### config.mk
export PLATFORM = sky130hd
export DESIGN_NAME = sd_cmd_responder
export DESIGN_NICKNAME = d
export VERILOG_FILES = /design/src/rtl/sd_cmd_responder.sv
export SDC_FILE = /design/constraint.sdc
export NUM_CORES = 1
export LEC_CHECK = 0
export CAP_MARGIN = 25
export CORE_ASPECT_RATIO = 1.5
export CORE_MARGIN = 10
export CORE_UTILIZATION = 50
export DETAILED_ROUTE_END_ITERATION = 10
export GPL_TIMING_DRIVEN = 0
export PLACE_DENSITY = 0.75
export SYNTH_ARGS = -nofsm -noshare
export SYNTH_HDL_FRONTEND = slang
export SYNTH_SLANG_ARGS = --single-unit
### constraint.sdc
create_clock -name iclk -period 7.76 [get_ports iclk]
set_clock_uncertainty 0.15 [all_clocks]
set_input_delay 1.552 -clock iclk [delete_from_list [all_inputs] [get_ports iclk]]
set_output_delay 1.552 -clock iclk [all_outputs]
set_load 0.01 [all_outputs]
### src/rtl/sd_cmd_responder.sv
// sd_cmd_responder
// Card-side engine for the SD CMD line. It receives 48-bit host command
// tokens, checks framing and CRC7, and presents index/argument to the card
// logic. It then serialises the 48-bit (R1/R3/R6/R7) or 136-bit (R2)
// response handed back by the card logic.
//
// Configuration macro:
//   SD_CMD_CRC_CHECK_EN - when defined, the received command CRC7 is checked
//                         and ocrc_err can pulse. When undefined, the
//                         received CRC bits are ignored and ocrc_err stays 0.
//                         Response CRC7 generation is always present.
//
// Ports:
//   iclk, irst_n        SD clock (rising edge), async active-low reset
//   icmd_sd             CMD line input
//   ocmd_sd/ocmd_sd_en  CMD line output data / output enable
//   ocmd_valid          pulse: good command received
//   ocmd_index/ocmd_arg fields of the last good command
//   ocrc_err/oframe_err pulse: CRC7 mismatch / bad transmission or end bit
//   oresp_ready         high while waiting for a response request
//   iresp_valid         response request (accepted with oresp_ready)
//   iresp_long          1 = R2 (136-bit), 0 = 48-bit response
//   iresp_index/arg     fields of a 48-bit response
//   iresp_cidcsd        CID/CSD bits [127:8] for R2
//   oresp_done          pulse after the response end bit has been driven
module sd_cmd_responder #(
  parameter int NCR          = 2,
  parameter int RESP_TIMEOUT = 64
) (
  input  logic         iclk,
  input  logic         irst_n,
  input  logic         icmd_sd,
  output logic         ocmd_sd,
  output logic         ocmd_sd_en,
  output logic         ocmd_valid,
  output logic [5:0]   ocmd_index,
  output logic [31:0]  ocmd_arg,
  output logic         ocrc_err,
  output logic         oframe_err,
  output logic         oresp_ready,
  input  logic         iresp_valid,
  input  logic         iresp_long,
  input  logic [5:0]   iresp_index,
  input  logic [31:0]  iresp_arg,
  input  logic [119:0] iresp_cidcsd,
  output logic         oresp_done
);

  typedef enum logic [1:0] {
    ST_IDLE = 2'd0,
    ST_RX   = 2'd1,
    ST_WAIT = 2'd2,
    ST_TX   = 2'd3
  } state_e;

  localparam logic [15:0] NCR_M1 = 16'(NCR - 1);
  localparam logic [15:0] TMO_M1 = 16'(RESP_TIMEOUT - 1);

  // Serial CRC7 step, polynomial x^7 + x^3 + 1.
  function automatic logic [6:0] crc7_step(input logic [6:0] crc, input logic din);
    logic fb;
    fb = din ^ crc[6];
    crc7_step = {crc[5:0], 1'b0} ^ (fb ? 7'h09 : 7'h00);
  endfunction

  state_e         state_q, state_d;
  logic [5:0]     rxcnt_q, rxcnt_d;
  logic [45:0]    rxsh_q, rxsh_d;     // frame bits 46..1 once the end bit arrives
  logic [6:0]     crc_q, crc_d;       // shared by receive check and transmit generation
  logic [15:0]    cyc_q, cyc_d;       // cycles since the end-bit edge
  logic [127:0]   txsh_q, txsh_d;     // response bits ahead of the CRC field, MSB first
  logic           long_q, long_d;
  logic [7:0]     txpos_q, txpos_d;   // index of the next response bit to drive
  logic           sd_q, sd_d;
  logic           en_q, en_d;
  logic           valid_q, valid_d;
  logic [5:0]     index_q, index_d;
  logic [31:0]    arg_q, arg_d;
  logic           crcerr_q, crcerr_d;
  logic           frameerr_q, frameerr_d;
  logic           ready_q, ready_d;
  logic           done_q, done_d;

  logic           frame_bad_s;
  logic           crc_bad_s;
  logic [15:0]    cyc_inc_s;
  logic [7:0]     n_bits_s;
  logic [7:0]     crc_pos_s;
  logic [7:0]     cov_lo_s;

  // Transmission bit is rxsh_q[45]; the end bit is still on the line.
  assign frame_bad_s = !rxsh_q[45] || !icmd_sd;

`ifdef SD_CMD_CRC_CHECK_EN
  assign crc_bad_s = (crc_q != rxsh_q[6:0]);
`else
  logic unused_rx_crc_s;
  assign unused_rx_crc_s = ^rxsh_q[6:0];
  assign crc_bad_s = 1'b0;
`endif

  assign cyc_inc_s = (cyc_q == 16'hFFFF) ? cyc_q : cyc_q + 16'd1;
  assign n_bits_s  = long_q ? 8'd136 : 8'd48;
  assign crc_pos_s = long_q ? 8'd128 : 8'd40;
  // R2 CRC excludes start, transmission and the reserved 6'b111111 field.
  assign cov_lo_s  = long_q ? 8'd8 : 8'd0;

  // State and output registers.
  always_ff @(posedge iclk or negedge irst_n) begin
    if (!irst_n) begin
      state_q    <= ST_IDLE;
      rxcnt_q    <= 6'd0;
      rxsh_q     <= 46'd0;
      crc_q      <= 7'd0;
      cyc_q      <= 16'd0;
      txsh_q     <= 128'd0;
      long_q     <= 1'b0;
      txpos_q    <= 8'd0;
      sd_q       <= 1'b1;
      en_q       <= 1'b0;
      valid_q    <= 1'b0;
      index_q    <= 6'd0;
      arg_q      <= 32'd0;
      crcerr_q   <= 1'b0;
      frameerr_q <= 1'b0;
      ready_q    <= 1'b0;
      done_q     <= 1'b0;
    end else begin
      state_q    <= state_d;
      rxcnt_q    <= rxcnt_d;
      rxsh_q     <= rxsh_d;
      crc_q      <= crc_d;
      cyc_q      <= cyc_d;
      txsh_q     <= txsh_d;
      long_q     <= long_d;
      txpos_q    <= txpos_d;
      sd_q       <= sd_d;
      en_q       <= en_d;
      valid_q    <= valid_d;
      index_q    <= index_d;
      arg_q      <= arg_d;
      crcerr_q   <= crcerr_d;
      frameerr_q <= frameerr_d;
      ready_q    <= ready_d;
      done_q     <= done_d;
    end
  end

  // Next-state and next-output logic.
  always_comb begin
    state_d    = state_q;
    rxcnt_d    = rxcnt_q;
    rxsh_d     = rxsh_q;
    crc_d      = crc_q;
    cyc_d      = cyc_q;
    txsh_d     = txsh_q;
    long_d     = long_q;
    txpos_d    = txpos_q;
    sd_d       = 1'b1;
    en_d       = 1'b0;
    valid_d    = 1'b0;
    index_d    = index_q;
    arg_d      = arg_q;
    crcerr_d   = 1'b0;
    frameerr_d = 1'b0;
    done_d     = 1'b0;

    case (state_q)
      ST_IDLE: begin
        if (!icmd_sd) begin
          state_d = ST_RX;
          rxcnt_d = 6'd1;
          rxsh_d  = 46'd0;
          crc_d   = 7'd0;
        end else begin
          state_d = ST_IDLE;
        end
      end

      ST_RX: begin
        if (rxcnt_q == 6'd47) begin
          // End-bit edge: framing faults take priority over CRC faults.
          if (frame_bad_s) begin
            frameerr_d = 1'b1;
            state_d    = ST_IDLE;
          end else if (crc_bad_s) begin
            crcerr_d = 1'b1;
            state_d  = ST_IDLE;
          end else begin
            valid_d = 1'b1;
            index_d = rxsh_q[44:39];
            arg_d   = rxsh_q[38:7];
            cyc_d   = 16'd0;
            state_d = ST_WAIT;
          end
        end else begin
          rxsh_d  = {rxsh_q[44:0], icmd_sd};
          rxcnt_d = rxcnt_q + 6'd1;
          // Bits 46..8 feed the CRC; bits 7..1 are the received CRC.
          if (rxcnt_q <= 6'd39) begin
            crc_d = crc7_step(crc_q, icmd_sd);
          end else begin
            crc_d = crc_q;
          end
        end
      end

      ST_WAIT: begin
        if (iresp_valid) begin
          state_d = ST_TX;
          long_d  = iresp_long;
          crc_d   = 7'd0;
          txpos_d = 8'd0;
          cyc_d   = cyc_inc_s;
          if (iresp_long) begin
            txsh_d = {2'b00, 6'h3F, iresp_cidcsd};
          end else begin
            txsh_d = {2'b00, iresp_index, iresp_arg, 88'd0};
          end
        end else if (!icmd_sd) begin
          // Unanswered command followed by a new one.
          state_d = ST_RX;
          rxcnt_d = 6'd1;
          rxsh_d  = 46'd0;
          crc_d   = 7'd0;
        end else if (cyc_q == TMO_M1) begin
          state_d = ST_IDLE;
        end else begin
          cyc_d = cyc_inc_s;
        end
      end

      ST_TX: begin
        if (!en_q && (cyc_q < NCR_M1)) begin
          // Hold the line released until NCR cycles after the end bit.
          cyc_d = cyc_inc_s;
        end else if (txpos_q == n_bits_s) begin
          state_d = ST_IDLE;
          done_d  = 1'b1;
        end else begin
          en_d    = 1'b1;
          txpos_d = txpos_q + 8'd1;
          if (txpos_q < crc_pos_s) begin
            sd_d   = txsh_q[127];
            txsh_d = {txsh_q[126:0], 1'b0};
            if (txpos_q >= cov_lo_s) begin
              crc_d = crc7_step(crc_q, txsh_q[127]);
            end else begin
              crc_d = crc_q;
            end
          end else if (txpos_q < (n_bits_s - 8'd1)) begin
            sd_d  = crc_q[6];
            crc_d = {crc_q[5:0], 1'b0};
          end else begin
            sd_d = 1'b1;
          end
        end
      end

      default: begin
        state_d = ST_IDLE;
      end
    endcase

    ready_d = (state_d == ST_WAIT);
  end

  assign ocmd_sd     = sd_q;
  assign ocmd_sd_en  = en_q;
  assign ocmd_valid  = valid_q;
  assign ocmd_index  = index_q;
  assign ocmd_arg    = arg_q;
  assign ocrc_err    = crcerr_q;
  assign oframe_err  = frameerr_q;
  assign oresp_ready = ready_q;
  assign oresp_done  = done_q;

endmodule

==> flow_summary.ini <==
[global_route]
grt_usage = 0.207
grt_pass1_vias = 10800
grt_max_degree = 91
antenna_found_initial = 11
overflow = 0
grt_pass1_wl_um = 53900

[timing]
worstMarginPinSlew_ns = 0.918
slew_viol_final = 0
rsz0062_at_grt = false
fin_crit_sh = 0.522
max_freq_mhz = 247
finalSetupViolations = 0
period_needed_ns = 4.05
finalHoldViolations = 0
slew_headroom = 0.386
tns_ns = 0

[pwr]
p_sw_mw = 2.10
p_leak_nw = 6.89
power.density_mw_per_mm2 = 357
p_int_mw = 3.44
p_clk_frac = 0.228
swShare = 0.379
pwr-share-comb = 0.396
pwr-share-seq = 0.376
peakVddDrop_mv = 0.223

[layout]
layout-drive-gt1-share = 0.0529
synthToLayoutAreaGrowth_pct = 27.7
fin_nets = 1768
postLayoutCellArea_sq_mm = 0.0155

[synth]
synth_compound_area_frac = 0.121
ys_ff_latch = 258
synth.avg_cell_area_sq_um = 8.92
synthMuxAreaShare = 0.0580
ys_seq_area_frac = 0.532
synthArstFlopShare = 1.00
synth_fa_ha_area_frac = 0.0113
syn-cell-area_sq_mm = 0.0121
synth_edf_count = 0
yosys.area_share.xor_xnor = 0.00866
netlist_instances = 1360
synth_top_family_by_area = simple AND/OR/NAND/NOR gates
ys_warn_count = 0
yosys.area_share.simple = 0.229
yosys.cell_types.count = 52
syn_nets = 1534
synth_ff_type = dfrtp_1

[place]
place_area_sq_mm = 0.0146
gp_congestion = 0.878
hpwl_um = 24100
numPortBuffers = 205

[worst_setup_path]
slowest_delay_ns = 0.79
endpoint_kind = register
r2r-start = long_q$_DFFE_PN0P_
crit_chain = clkdlybuf4s50_1 -> nand3_1 -> a2bb2oi_1 -> clkbuf_1 -> clkbuf_1 -> a31oi_1
crit_top_cell = clkbuf_1
crit_arrival_ns = 4.26
reg2reg_depth = 9
cp-start-kind = input port
critical_path_class = input port to register
cp-startpoint = iresp_valid
ff2ff_setup_slack_ns = 3.99
crit_end = txsh_q[1]$_DFFE_PN0P_
critPathSlowestCell = a2bb2oi_1
path_max_fanout = 10
regToRegEndpoint = txsh_q[1]$_DFFE_PN0P_
worstPathRequired_ns = 7.97

[clock_tree]
clk_pin_slew_ns = 0.06
ctsResizeCount = 0
numCtsBuffers = 25
cts_htree_levels = 1
cts_num_sinks = 258
clk_latency_ns = 0.52
cts.path.max_buffers = 3
tritoncts = done
clockRootBuffer = clkbuf_16
holdBufCountCts = 0
cts_setup_buffers = 0

[floorplanning]
rows = 69
ios = 208
start_util = 0.509
die_h_um = 211
die_area_sq_mm = 0.0310
coreArea_sq_mm = 0.0238
chipWidth_um = 147

[drt]
drtAntennaViolNets = 0
drtIter0Drc = 603
drc = 0
wl_per_cell_um = 17.0
vias = 10600
drt_wl_total_um = 32900
avgViaCountPerCell = 5.50
dr.pass1.iters = 5

[min_path]
hold_path.class = register to register

[outcome]
outcome = completed

[job]
cap_viol_max_count = 0
==> worst min path at each step <==
| stage | startpoint | end | slack (ns) | depth (start not counted) |
|---|---|---|---|---|
| CTS | ocmd_arg[11]$_DFFE_PN0P_ | ocmd_arg[11]$_DFFE_PN0P_ | 0.32 | 2 |
| floorplan | rxsh_q[45]$_DFFE_PN0P_ | oframe_err$_DFF_PN0_ | 0.29 | 1 |
| global route | ocmd_arg[27]$_DFFE_PN0P_ | ocmd_arg[27]$_DFFE_PN0P_ | 0.34 | 2 |
| detailed placement | ocmd_arg[11]$_DFFE_PN0P_ | ocmd_arg[11]$_DFFE_PN0P_ | 0.30 | 2 |
| finish | ocmd_arg[10]$_DFFE_PN0P_ | ocmd_arg[10]$_DFFE_PN0P_ | 0.31 | 2 |
| global placement | ocmd_arg[9]$_DFFE_PN0P_ | ocmd_arg[9]$_DFFE_PN0P_ | 0.30 | 2 |
==> cells in the final DEF, fill, tap and decap left out, types with 11 or more instances in the layout <==
cell	n
a21oi_1	14
a31oi_1	89
buf_2	11
clkbuf_1	91
clkbuf_16	25
clkdlybuf4s50_1	204
dfrtp_1	257
ha_1	11
inv_1	18
mux2_2	30
mux2i_1	32
nand2_1	366
nand3_1	108
nand4_1	11
nor2_1	104
o21ai_0	87
o21ai_1	12
or3_1	12
==> sequential cells by signal (all words and copies together) (netlist names), 2 cells and up <==
| name | cells |
|---|---|
| txsh_q | 128 |
| rxsh_q | 46 |
| cyc_q | 16 |
| state_q | 2 |
| txpos_q | 8 |
| rxcnt_q | 6 |
| crc_q | 7 |
| ocmd_index | 6 |
| ocmd_arg | 32 |
==> cells in the mapped netlist, drive strengths merged (2+ instances only) <==
library cell,count,area share
a2bb2oi,3,0.0022
nand3,108,0.045
nand4,12,0.0067
inv,18,0.0056
a211o,4,0.0029
a32o,2,0.0017
o41ai,3,0.0022
xnor2,6,0.0043
dfrtp,257,0.53
nand3b,5,0.0031
or3b,3,0.0022
a211oi,2,0.0012
ha,11,0.011
or4,2,0.0012
or3,12,0.0062
o211ai,9,0.0056
a21oi,14,0.0058
o21ai,99,0.041
nor2,104,0.032
mux2,34,0.032
mux2i,32,0.026
and3,8,0.0041
nand2b,3,0.0015
buf,16,0.0064
a31oi,89,0.046
nor2b,3,0.0015
or4b,4,0.0033
o31ai,2,0.0012
a22o,8,0.0058
nor4,6,0.0036
nor3,6,0.0025
o221ai,4,0.0029
nand2,366,0.11
xor2,6,0.0043
clkbuf,88,0.027
==> per-stage QoR <==
step	total power, mW	hold slack, ns	utilization	worst slack [ns]	cells
after floorplan	3.64	0.291	-	4.10	1360
after global placement	4.19	0.301	0.612	-5.91	1884
after detailed placement	4.29	0.305	0.614	3.23	1886
after CTS	5.57	0.320	0.649	3.76	1926
after global routing	5.97	0.340	0.650	3.60	1934
final	5.54	0.314	0.650	3.71	1934
==> critical path: cells and delay by family <==
family,cells,cell delay (ns)
buffers and inverters,3,1.56
AND/OR/NAND/NOR,1,0.18
AO/OA/AOI/OAI,2,0.95
==> power groups by stage <==
stage	clock (mW)	sequential [mW]	combinational, mW
2_1_floorplan	0	2.03	1.61
3_3_place_gp	0	2.08	2.11
3_5_place_dp	0	2.10	2.19
4_1_cts	1.28	2.08	2.21
5_1_grt	1.34	2.14	2.48
6_report	1.26	2.08	2.19
==> layout make-up <==
class                           count  area, sq um
Sequential cell                   258         6460
Inverter                           18         67.6
Fill cell                        2002         8330
Clock inverter                      9          156
Clock buffer                       31          678
Timing Repair Buffer              207         2110
Tap cell                          319          399
Buffer                            104          408
Antenna cell                        8         20.0
Multi-Input combinational cell    980         5200
==> layer usage <==
layer,GRT usage,part of all wire
met4,0.0761,0.027
met2,0.367,0.53
met3,0.0414,0.049
met1,0.242,0.40
met5,0,0.0012
==> cells by family after synthesis <==
family                     count (synthesis)
muxes                                     66
other                                      1
buffers and inverters                    122
and+or+nand+nor                          647
AOI/OAI and AO/OA                        243
DFF                                      258
xor gates and xnor gates                  12
adders and majority gates                 11
(Power assumes the default switching activity.)
